[src/rtl/reg_trigger_delay_pkg.sv]
// reg_trigger_delay_pkg: register addresses and byte-lane helper for reg_trigger_delay
package reg_trigger_delay_pkg;
    localparam logic [5:0] REG_TRIGDLY_DELAY = 6'd50;
    localparam logic [5:0] REG_TRIGDLY_WIDTH = 6'd51;
    localparam logic [5:0] REG_TRIGDLY_CTRL  = 6'd52;
    localparam logic [5:0] REG_TRIGDLY_COUNT = 6'd53;

    function automatic logic [7:0] byte_lane(input logic [31:0] v, input logic [1:0] idx);
        return v[{idx, 3'b000} +: 8];
    endfunction
endpackage

[src/rtl/trig_edge_sync.sv]
// trig_edge_sync: 2-flop synchronizer with a one-cycle rising-edge pulse taken from synchronized flops only
module trig_edge_sync (
    input  logic clk_i,
    input  logic rst_i,
    input  logic d_i,
    output logic rise_o
);
    logic s1_q, s2_q, s3_q;

    always_ff @(posedge clk_i) begin
        if (rst_i) begin
            s1_q <= 1'b0;
            s2_q <= 1'b0;
            s3_q <= 1'b0;
        end else begin
            s1_q <= d_i;
            s2_q <= s1_q;
            s3_q <= s2_q;
        end
    end

    assign rise_o = s2_q && !s3_q;
endmodule

[src/rtl/reg_trigger_delay.sv]
// reg_trigger_delay: register-mapped trigger delay and fixed-width pulse shaper
module reg_trigger_delay
    import reg_trigger_delay_pkg::*;
#(
    parameter logic [5:0] pADDR_DELAY = REG_TRIGDLY_DELAY,
    parameter logic [5:0] pADDR_WIDTH = REG_TRIGDLY_WIDTH,
    parameter logic [5:0] pADDR_CTRL  = REG_TRIGDLY_CTRL,
    parameter logic [5:0] pADDR_COUNT = REG_TRIGDLY_COUNT,
    parameter int         CNT_W       = 16
) (
    input  logic        clk_usb,
    input  logic        reset_i,
    input  logic [5:0]  reg_address,
    input  logic [15:0] reg_bytecnt,
    input  logic [7:0]  reg_datai,
    output logic [7:0]  reg_datao,
    input  logic        reg_read,
    input  logic        reg_write,
    input  logic        reg_addrvalid,
    input  logic [5:0]  reg_hypaddress,
    output logic [15:0] reg_hyplen,
    input  logic        trig_i,
    output logic        trig_o,
    output logic        busy_o
);
    typedef enum logic [1:0] {S_IDLE, S_ARMED, S_DELAY, S_PULSE} state_e;

    state_e           state_q;
    logic [31:0]      delay_q, dcnt_q, rd_val;
    logic [15:0]      width_q, wcnt_q;
    logic [CNT_W-1:0] count_q;
    logic [7:0]       ctrl_rd;
    logic             en_q, rearm_q, missed_q, trig_q;
    logic             rise, wr, wr_ctrl, en_d, arm, clr, unused_rd;

    function automatic logic [15:0] len_of(input logic [5:0] a);
        return a == pADDR_DELAY ? 16'd4 :
               a == pADDR_WIDTH ? 16'd2 :
               a == pADDR_CTRL  ? 16'd1 :
               a == pADDR_COUNT ? 16'd2 : 16'd0;
    endfunction

    trig_edge_sync u_sync (
        .clk_i  (clk_usb),
        .rst_i  (reset_i),
        .d_i    (trig_i),
        .rise_o (rise)
    );

    assign unused_rd = reg_read;
    assign wr        = reg_write && reg_addrvalid;
    assign wr_ctrl   = wr && reg_address == pADDR_CTRL && reg_bytecnt == 16'd0;
    assign en_d      = wr_ctrl ? reg_datai[0] : en_q;
    assign arm       = wr_ctrl && reg_datai[2];
    assign clr       = wr_ctrl && reg_datai[3];
    assign busy_o    = state_q == S_DELAY || state_q == S_PULSE;
    assign trig_o    = trig_q;

    always_ff @(posedge clk_usb) begin
        if (reset_i) begin
            delay_q <= '0;
            width_q <= '0;
            en_q    <= 1'b0;
            rearm_q <= 1'b0;
        end else begin
            if (wr && reg_address == pADDR_DELAY && reg_bytecnt < 16'd4)
                delay_q[{reg_bytecnt[1:0], 3'b000} +: 8] <= reg_datai;
            if (wr && reg_address == pADDR_WIDTH && reg_bytecnt < 16'd2)
                width_q[{reg_bytecnt[0], 3'b000} +: 8] <= reg_datai;
            if (wr_ctrl) begin
                en_q    <= reg_datai[0];
                rearm_q <= reg_datai[1];
            end
        end
    end

    // Enable is taken from the in-flight write so a disable beats a same-cycle edge
    always_ff @(posedge clk_usb) begin
        if (reset_i) begin
            state_q  <= S_IDLE;
            dcnt_q   <= '0;
            wcnt_q   <= '0;
            count_q  <= '0;
            missed_q <= 1'b0;
            trig_q   <= 1'b0;
        end else begin
            if (clr) begin
                count_q  <= '0;
                missed_q <= 1'b0;
            end else begin
                if (rise && busy_o)
                    missed_q <= 1'b1;
                if (state_q == S_PULSE && wcnt_q == 16'd1 && count_q != '1)
                    count_q <= count_q + CNT_W'(1);
            end
            if (!en_d) begin
                state_q <= S_IDLE;
                trig_q  <= 1'b0;
            end else begin
                case (state_q)
                    S_IDLE:  if (arm) state_q <= S_ARMED;
                    S_ARMED: if (rise) begin
                        state_q <= S_DELAY;
                        dcnt_q  <= delay_q;
                        wcnt_q  <= width_q == 16'd0 ? 16'd1 : width_q;
                    end
                    S_DELAY: if (dcnt_q == 32'd0) begin
                        state_q <= S_PULSE;
                        trig_q  <= 1'b1;
                    end else dcnt_q <= dcnt_q - 32'd1;
                    S_PULSE: if (wcnt_q == 16'd1) begin
                        state_q <= rearm_q ? S_ARMED : S_IDLE;
                        trig_q  <= 1'b0;
                    end else wcnt_q <= wcnt_q - 16'd1;
                    default: state_q <= S_IDLE;
                endcase
            end
        end
    end

    assign ctrl_rd    = {1'b0, missed_q, busy_o, state_q == S_ARMED, 2'b00, rearm_q, en_q};
    assign rd_val     = reg_address == pADDR_DELAY ? delay_q :
                        reg_address == pADDR_WIDTH ? {16'h0000, width_q} :
                        reg_address == pADDR_CTRL  ? {24'h000000, ctrl_rd} : 32'(count_q);
    assign reg_datao  = (reg_addrvalid && reg_bytecnt < len_of(reg_address)) ?
                        byte_lane(rd_val, reg_bytecnt[1:0]) : 8'h00;
    assign reg_hyplen = len_of(reg_hypaddress);
endmodule

[config.mk]
export PLATFORM = sky130hd
export DESIGN_NAME = reg_trigger_delay
export DESIGN_NICKNAME = d
export VERILOG_FILES = /design/src/rtl/reg_trigger_delay_pkg.sv /design/src/rtl/trig_edge_sync.sv /design/src/rtl/reg_trigger_delay.sv
export SDC_FILE = /design/constraint.sdc
export NUM_CORES = 1
export LEC_CHECK = 0
export CAP_MARGIN = 20
export CORE_MARGIN = 2
export CORE_UTILIZATION = 61
export DETAILED_ROUTE_END_ITERATION = 16
export HOLD_SLACK_MARGIN = 0.02
export PLACE_DENSITY = 0.84
export SLEW_MARGIN = 20
export SYNTH_ARGS = -nofsm -noshare
export SYNTH_HDL_FRONTEND = slang
export SYNTH_HIERARCHICAL = 1
export SYNTH_SLANG_ARGS = --single-unit
[constraint.sdc]
create_clock -name clk_usb -period 4.95 [get_ports clk_usb]
set_input_delay 1.2375 -clock clk_usb [delete_from_list [all_inputs] [get_ports clk_usb]]
set_output_delay 1.2375 -clock clk_usb [all_outputs]
set_load 0.01 [all_outputs]
After elaboration in Yosys (flattened, before gate mapping)
Cells that the tools add are included.
{"block": "totals", "regBits": 121, "wordCells": 106, "inputBits": 42}
{"block": "classes", "n_addsub": 5, "n_eq_ne": 19, "n_lt_le_gt_ge": 3, "bitwise": 1, "shift": 5, "muxes": 31, "reduce_logical": 29}
{"operator": "2-to-1 mux 32 bit", "n": 3}
{"operator": "2-to-1 mux 16 bit", "n": 5}
{"operator": "case mux 32 bit (2 select lines)", "n": 1}
{"operator": "equality test 6 bit, second input constant", "n": 8}
{"operator": "bitwise mux 32 bit", "n": 1}
{"operator": "logical NOT 16 bit", "n": 2}
{"operator": "logical NOT 32 bit", "n": 1}
{"operator": "case mux 16 bit (2 select lines)", "n": 1}
{"operator": "variable shift 8 x 7 -> 32 bit, first input constant", "n": 1}
{"operator": "variable part select 32 x 6 -> 8 bit", "n": 1}
{"operator": "variable part select 8 x 7 -> 32 bit", "n": 1}
{"operator": "subtractor 32 x 1 -> 32 bit, second input constant", "n": 1}
{"operator": "2-to-1 mux 2 bit", "n": 10}
{"operator": "adder 16 x 1 -> 16 bit, second input constant", "n": 1}
{"operator": "bitwise mux 16 bit", "n": 1}
{"operator": "equality test 16 x 1 -> 1 bit, second input constant", "n": 1}
{"operator": "< comparator 16 x 2 -> 1 bit, second input constant", "n": 1}
{"operator": "< comparator 16 x 3 -> 1 bit", "n": 1}
{"operator": "< comparator 16 x 3 -> 1 bit, second input constant", "n": 1}
{"operator": "inequality test 16 bit, second input constant", "n": 1}
{"operator": "variable shift 8 x 6 -> 16 bit, first input constant", "n": 1}
{"operator": "variable part select 8 x 6 -> 16 bit", "n": 1}
{"operator": "subtractor 16 x 1 -> 16 bit, second input constant", "n": 1}
{"operator": "logical AND 1 bit", "n": 14}
{"operator": "other kinds (19)", "n": 33}

Depth between registers and ports, before layout
Gate-level depths: netlist of run 1.
{"block": "logic_depth", "depth_word": 8, "mapped_depth": 10, "ltp_nobuf": 8}

Hierarchy
The synthesis of run 1 kept the hierarchy.
{"mod": "reg_trigger_delay", "cells_per_inst": 889, "n_inst": 1, "area_per_inst_um2": 7103.1}
{"mod": "trig_edge_sync", "cells_per_inst": 7, "n_inst": 1, "area_per_inst_um2": 87.6}

Worst setup path before layout of run 1
Ideal clock, no wire load.
{"block": "synth_timing", "path_type": "input -> output", "startpoint": "input reg_address[3]", "endpoint": "output reg_datao[1]", "setup_slack_ns": 0.902, "t_arrival_ns": 2.811, "stages": 8, "path_cell_list": "and3b_1 -> clkbuf_1 -> nand2_1 -> clkbuf_1 -> o21a_1 -> o21ai_0 -> nand2_1 -> nor3b_1"}
{"block": "synth_via", "elab_chain_len": 8, "word_cells_on_any_way": 15, "classes_between": "1 x order compare; 4 x eq/ne; 1 x shift; 8 x mux; 1 x reduce/logical"}
{"element": "start: declaration", "line_no": "reg_trigger_delay.sv:13", "text": "input logic [5:0] reg_address,"}
{"element": "equality test 6 bit", "line_no": "reg_trigger_delay.sv:40", "text": "a == pADDR_COUNT ? 16'd2 : 16'd0;"}
{"element": "2-to-1 mux 2 bit", "line_no": "reg_trigger_delay.sv:40"}
{"element": "2-to-1 mux 2 bit", "line_no": "reg_trigger_delay.sv:39", "text": "a == pADDR_CTRL ? 16'd1 :"}
{"element": "2-to-1 mux 2 bit", "line_no": "reg_trigger_delay.sv:38", "text": "a == pADDR_WIDTH ? 16'd2 :"}
{"element": "2-to-1 mux 3 bit", "line_no": "reg_trigger_delay.sv:37", "text": "return a == pADDR_DELAY ? 16'd4 :"}
{"element": "< comparator 16 x 3 -> 1 bit", "line_no": "reg_trigger_delay.sv:125", "text": "assign reg_datao = (reg_addrvalid && reg_bytecnt < len_of(reg_address)) ?"}
{"element": "logical AND 1 bit", "line_no": "reg_trigger_delay.sv:125"}
{"element": "2-to-1 mux 8 bit *", "line_no": "reg_trigger_delay.sv:125"}
{"element": "end: declaration", "line_no": "reg_trigger_delay.sv:16", "text": "output logic [7:0] reg_datao,"}
Mark *: on every way between the ends. The rest lies on a longest branch, timed or not.

Worst setup path in the final report of run 1
{"block": "layout_timing", "startpoint": "input reg_address[1]", "endpoint": "output reg_datao[4]"}
Same word-level chain as after synthesis.

==> results.toml, run 1 <==
[global_routing]
grt_max_degree = 104
antenna_found_initial = 0
first_global_vias = 6558
grt_pass1_wl_mm = 34.5
grt_usage_pct = 34.3
gr-total-overflow = 0

[yosys]
synthArstFlopShare_pct = 0
yosys_warnings = 6
yosysMostFrequentCell = "dfxtp_1"
ys_seq_area_share_pct = 33.7
synth_edf_count = 0
ys.flop_type = "dfxtp_1"
netlist.top_cell.by_area = "dfxtp_1"
synth_commonest_cells = "dfxtp_1, nand2_1, a21oi_1"
synth_top_area_share_pct = 33.7
syn_inst = 896
synth_seq_cells = 121
synth.distinct_cells = 72
synth.area.top_cells = "dfxtp_1, a21oi_1, nand2_1"
syn_area_mm2 = 0.00719
syn_avg_cell_area_um2 = 8.03

[routing]
drcViolationCount = 0
vias = 7286
antenna_left = 0
routed.top_layer = "met4"
routed_wirelength_mm = 21.6
dr.pass1.iters = 6
wl_met3_mm = 2.21
met1Wirelength_mm = 8.99
dr_wl_met2_mm = 9.88
wl_per_cell_um = 19.7
vias_per_cell = 6.65
drtIter0Drc = 912

[placement]
post-dp-hpwl_mm = 14.6
portBuffers = 53
gp_congestion = 1.02
placed_area_mm2 = 0.00780

[worst_setup_path]
startpoint = "reg_address[1]"
worstSetupEndpointType = "primary output"
path_common_cell = "clkdlybuf4s50_1"
reg2reg_from = "state_q[0]$_SDFFE_PP0P_"
reg2reg_depth = 9
cp.arrival_ns = 3.65
cp.required_ns = 3.71
start_kind = "input pin"
crit_chain = "clkdlybuf4s50_1, xor2_1, nand3_1, ha_1, o21a_1, o21ai_0, nand2_2, buf_4, a21oi_1, clkdlybuf4s50_1"
ff2ff_setup_slack_ns = 1.73
cpMaxStageDelayCell = "clkdlybuf4s50_1"
crit_type = "input pin to primary output"
cpPeakStageDelay_ns = 0.58
path_max_fanout = 6

[timing]
max_freq_mhz = 205
final-hold-violation-count = 0
max-slew-margin-rel_pct = 24.3
tightest_slew_ns = 1.14
slew_violations = 0
clock_skew_ns = 0.00561
rsz0062_at_grt = "yes"
setup_viol = 0
finalCritPeriodShare_pct = 98.7
min_period_ns = 4.88
holdWs_ns = 0.434

[layout]
final_util_pct = 73.3
n_fill_cell = 856
drive_gt1_share_pct = 9.56
antenna_cells = 0
syn_to_final_growth_pct = 16.8
fin_nets = 997
final_area_mm2 = 0.00840

[pwr]
p_seq_share_pct = 42.8
pwr-share-comb_pct = 5.1
p_sw_w = 0.000508
power_density_mw_per_mm2 = 272
netSwitchingFraction_pct = 22.3
p_leak_nw = 3.10
internal-power_w = 0.00177
ir_worst_vdd_v = 0.000290
p_clk_share_pct = 52.2

[cts]
cts_buffers = 17
root_buffer = "clkbuf_16"
clock_latency_ns = 0.43
cts_tree = "done"
clock_sinks = 121
clockBufferDepth = 2
cts_hold_buf = 0
h-tree-depth = 4
clk_pin_slew_worst_paths_ns = 0.05

[hold_path]
hold_depth = 1
worstHoldPathType = "flop to flop"
hold_start = "u_sync/s1_q$_SDFF_PP0_"

[die]
io_pins = 68
die_h_um = 113
die_w_um = 113
start_util_pct = 62.7
dieArea_mm2 = 0.0127
core-area_mm2 = 0.0115
std_cell_rows = 39

[run]
drv_cap = 0

[run_status]
status = "finished, final reports clean"
[cells in the final DEF, fill, tap and decap left out, types with 9 or more instances in the layout]
cell type / n
nand3_1: 60
xor2_1: 14
o31ai_1: 18
clkbuf_16: 17
inv_1: 20
ha_1: 16
o21ai_0: 27
a21oi_1: 84
o32ai_1: 12
dfxtp_1: 121
and3_1: 11
mux2i_1: 35
nor2_1: 76
conb_1: 13
a31oi_1: 15
nor4_1: 14
clkdlybuf4s50_1: 51
a211oi_1: 19
nor2b_1: 11
buf_4: 27
a22oi_1: 9
nand4_1: 17
nor3_1: 19
nand2_1: 101
[flip-flops by register name, indices dropped and copies added (netlist names), 2 cells and up]
register and flops:
dcnt_q 32, delay_q 32, count_q 16, wcnt_q 16, width_q 16, state_q 2
[metrics by stage]
stage                     worst slack (ns)  setup TNS [ns]  std cells  total power (W)
after floorplan                      0.902               0        908          0.00105
after global placement              0.0439               0       1061          0.00111
after detailed placement           0.00965               0       1061          0.00111
after CTS                           0.0106               0       1093          0.00228
after global routing               -0.0142         -0.0293       1095          0.00234
final                               0.0664               0       1095          0.00228
[routing by layer]
metal | vias to the layer above | global-route usage [%]
met5 | - | 0
met4 | 0 | 12.6
met3 | 68 | 9.61
met2 | 447 | 52.7
met1 | 3375 | 46.3
li1 | 3396 | -
[critical path: cells and delay by family]
kind	cells	cell delay [ns]
AO/OA/AOI/OAI	3	0.47
XOR/XNOR	1	0.15
adder cells (fa/ha/maj)	1	0.28
buffers and inverters	3	1.27
AND/OR/NAND/NOR	2	0.23
[path summary, 6_finish.rpt]
kind                            endpoint
setup / recovery            reg_datao[4]
hold / removal    u_sync/s2_q$_SDFF_PP0_
hold reg to reg   u_sync/s2_q$_SDFF_PP0_
setup reg to reg  dcnt_q[7]$_SDFFE_PP0P_
[power groups by stage]
stage | combinational [W] | clock [W] | sequential (W)
finish | 0.000115 | 0.00119 | 0.000976
global route | 0.000122 | 0.00124 | 0.000975
CTS | 0.000112 | 0.00119 | 0.000976
detailed placement | 0.000112 | 0 | 0.000997
global placement | 0.000111 | 0 | 0.000997
floorplan | 0.0000581 | 0 | 0.000996
[cell families after synthesis]
group	count (synthesis)	synth area share, %
and+or+nand+nor	369	26.1
muxes	47	7.85
adders and majority gates	16	2.78
xor gates and xnor gates	15	1.83
DFF	121	33.7
buffers and inverters	89	5.88
AOI/OAI and AO/OA	238	21.8
other	1	0.0522
[timing repair]
item | 4_1_cts | 5_1_grt
resized for setup | 0 | 5
buffers inserted | 0 | 1
setup endpoints to repair | 0 | 4
[cell type report]
type / count / area (um2) / area share [%]
multi-input cells: 698 / 4410 / 52.4
flip-flops and latches: 121 / 2420 / 28.8
repair buffers: 81 / 751 / 8.94
clock buffers: 24 / 502 / 5.97
well taps: 143 / 179 / 2.13
inverters: 20 / 75.1 / 0.894
clock inverters: 8 / 67.6 / 0.804
(Power assumes the default switching activity.)
==> run 2, diff against run 1 <==
--- a/config.mk
+++ b/config.mk
@@ -8,8 +8,8 @@
 export CAP_MARGIN = 20
 export CORE_MARGIN = 2
-export CORE_UTILIZATION = 61
+export CORE_UTILIZATION = 53
 export DETAILED_ROUTE_END_ITERATION = 16
 export HOLD_SLACK_MARGIN = 0.02
-export PLACE_DENSITY = 0.84
+export PLACE_DENSITY = 0.78
 export SLEW_MARGIN = 20
 export SYNTH_ARGS = -nofsm -noshare
==> constraint.sdc (replaced) <==
create_clock -name clk_usb -period 4.4 [get_ports clk_usb]
set_input_delay 1.1 -clock clk_usb [delete_from_list [all_inputs] [get_ports clk_usb]]
set_output_delay 1.1 -clock clk_usb [all_outputs]
set_load 0.02 [all_outputs]
==> results.toml, run 2 (same netlist as run 1, synthesis figures left out) <==
[die]
std_cell_rows = 42
die_h_um = 120
die_w_um = 120
core-area_mm2 = 0.0132
dieArea_mm2 = 0.0145
start_util_pct = 54.3
io_pins = 68

[layout]
antenna_cells = 0
syn_to_final_growth_pct = 17.9
final_util_pct = 64.0
fin_nets = 1002
final_area_mm2 = 0.00848
n_fill_cell = 1179
final_common_cell = "dfxtp_1"
final_cell_mix = "dfxtp_1, nand2_1, a21oi_1"
largestRegisters = "dcnt_q (32), delay_q (32)"
drive_gt1_share_pct = 11.1

[placement]
post-dp-hpwl_mm = 14.7
portBuffers = 53
dpl_worst_slack_ns = -0.287
placed_area_mm2 = 0.00788
gp_congestion = 0.945

[cts]
clock_sinks = 121
root_buffer = "clkbuf_16"
clk_pin_slew_worst_paths_ns = 0.06
h-tree-depth = 4
cts_tree = "done"
post_cts_buffers = 0
cts_hold_buf = 0
clockBufferDepth = 2
clock_latency_ns = 0.43
cts_buffers = 17

[pwr]
power_density_mw_per_mm2 = 305
ir_worst_vdd_v = 0.000294
power_w = 0.00258
p_leak_nw = 3.12

[worst_setup_path]
crit_chain = "clkdlybuf4s50_1, nor2b_1, buf_4, nand3_2, mux4_2, a221oi_2, nor3b_1, clkdlybuf4s15_1"
cp.arrival_ns = 3.20
cp_num_buf_inv = 3
cp.required_ns = 3.30
cpPeakStageDelay_ns = 0.51
crit_type = "input pin to primary output"
cpLargestDelayFamily = "buffers and inverters"
cpMaxStageDelayCell = "clkdlybuf4s50_1"
worstSetupEndpointType = "primary output"
path_max_fanout = 5
start_kind = "input pin"

[timing]
min_period_ns = 4.30
max-slew-margin-rel_pct = 34.6
finalCritPeriodShare_pct = 97.8
slew_violations = 0
worst_slack_ns = 0.0978
max_freq_mhz = 232
tightest_slew_ns = 0.981
holdWs_ns = 0.454
final-hold-violation-count = 0
setup_viol = 0
clock_skew_ns = 0.00848

[routing]
drtIter0Drc = 879
wl_per_cell_um = 18.9
routed_wirelength_mm = 21.4
vias = 7162
drcViolationCount = 0
dr.pass1.iters = 5
vias_per_cell = 6.32
antenna_left = 0

[global_routing]
grt_usage_pct = 29.9
grt_max_degree = 73
gr-total-overflow = 0
first_global_vias = 6566
antenna_found_initial = 0
grt_pass1_wl_mm = 34.1

[run]
drv_cap = 0

[run_status]
status = "finished, final reports clean"

[hold_path]
worstHoldPathType = "flop to flop"
run 2: cell count changes in the layout (fill, tap and decap cells not counted), moves of 2 or more:
cell,delta
a221oi_1,-4
a221oi_2,+4
buf_4,+7
clkbuf_1,-2
clkbuf_2,+3
clkbuf_8,-5
clkdlybuf4s15_1,+3
clkdlybuf4s50_1,-7
clkinv_2,-5
clkinv_4,+8
inv_6,+3
run 2: per-stage QoR:
stage,setup TNS (ns),cells
floorplan,0,908
global route,-0.167,1133
global placement,-1.68,1101
finish,0,1133
detailed placement,-1.88,1101
CTS,0,1133
run 2: repair_timing:
| action | CTS | global route |
|---|---|---|
| endpoints found under the setup margin | 8 | 8 |
| hold endpoints to repair | 0 | 0 |
| resized for setup | 10 | 18 |
run 2: path summary, 6_finish.rpt:
path              cells past startpoint  slack (ns)                     from                endpoint
setup / recovery                      8         0.1           reg_address[1]            reg_datao[7]
hold / removal                        1        0.45   u_sync/s1_q$_SDFF_PP0_  u_sync/s2_q$_SDFF_PP0_
setup reg to reg                      9        1.14  state_q[0]$_SDFFE_PP0P_  dcnt_q[2]$_SDFFE_PP0P_
hold reg to reg                       1        0.45   u_sync/s1_q$_SDFF_PP0_  u_sync/s2_q$_SDFF_PP0_
run 2: layout make-up:
cell class / count / area [um2] / share of cell area (%)
sequential: 121 / 2420 / 28.6
clock inverter: 15 / 146 / 1.73
timing repair buffer: 86 / 754 / 8.90
multi-input combinational: 698 / 4430 / 52.3
clock buffer: 17 / 425 / 5.02
tap: 176 / 220 / 2.60
inverter: 20 / 75.1 / 0.885
run 2: report_power, final:
part           internal, W  switching [W]  leakage [nW]
Combinational    0.0000595      0.0000841          1.87
Sequential         0.00110    0.000000299         0.974
Clock             0.000785       0.000558         0.274
Total              0.00194       0.000642          3.12
run 2: routing by layer:
metal | global-route usage, % | part of all wire [%] | vias to the layer above
met5 | 0 | 0 | -
met4 | 16.7 | 4.7 | 0
met3 | 5.47 | 6.8 | 64
met2 | 47.6 | 48 | 320
met1 | 38.1 | 41 | 3368
li1 | - | - | 3410
run 2: worst register-to-register path: stages (launching register included):
cell,delay [ns]
dfxtp_1,0.33
inv_1,0.16
ha_1,0.20
buf_4,0.37
inv_1,0.12
or4_1,0.52
nor4_4,0.48
a21oi_2,0.40
nand2_4,0.37
o32ai_1,0.15
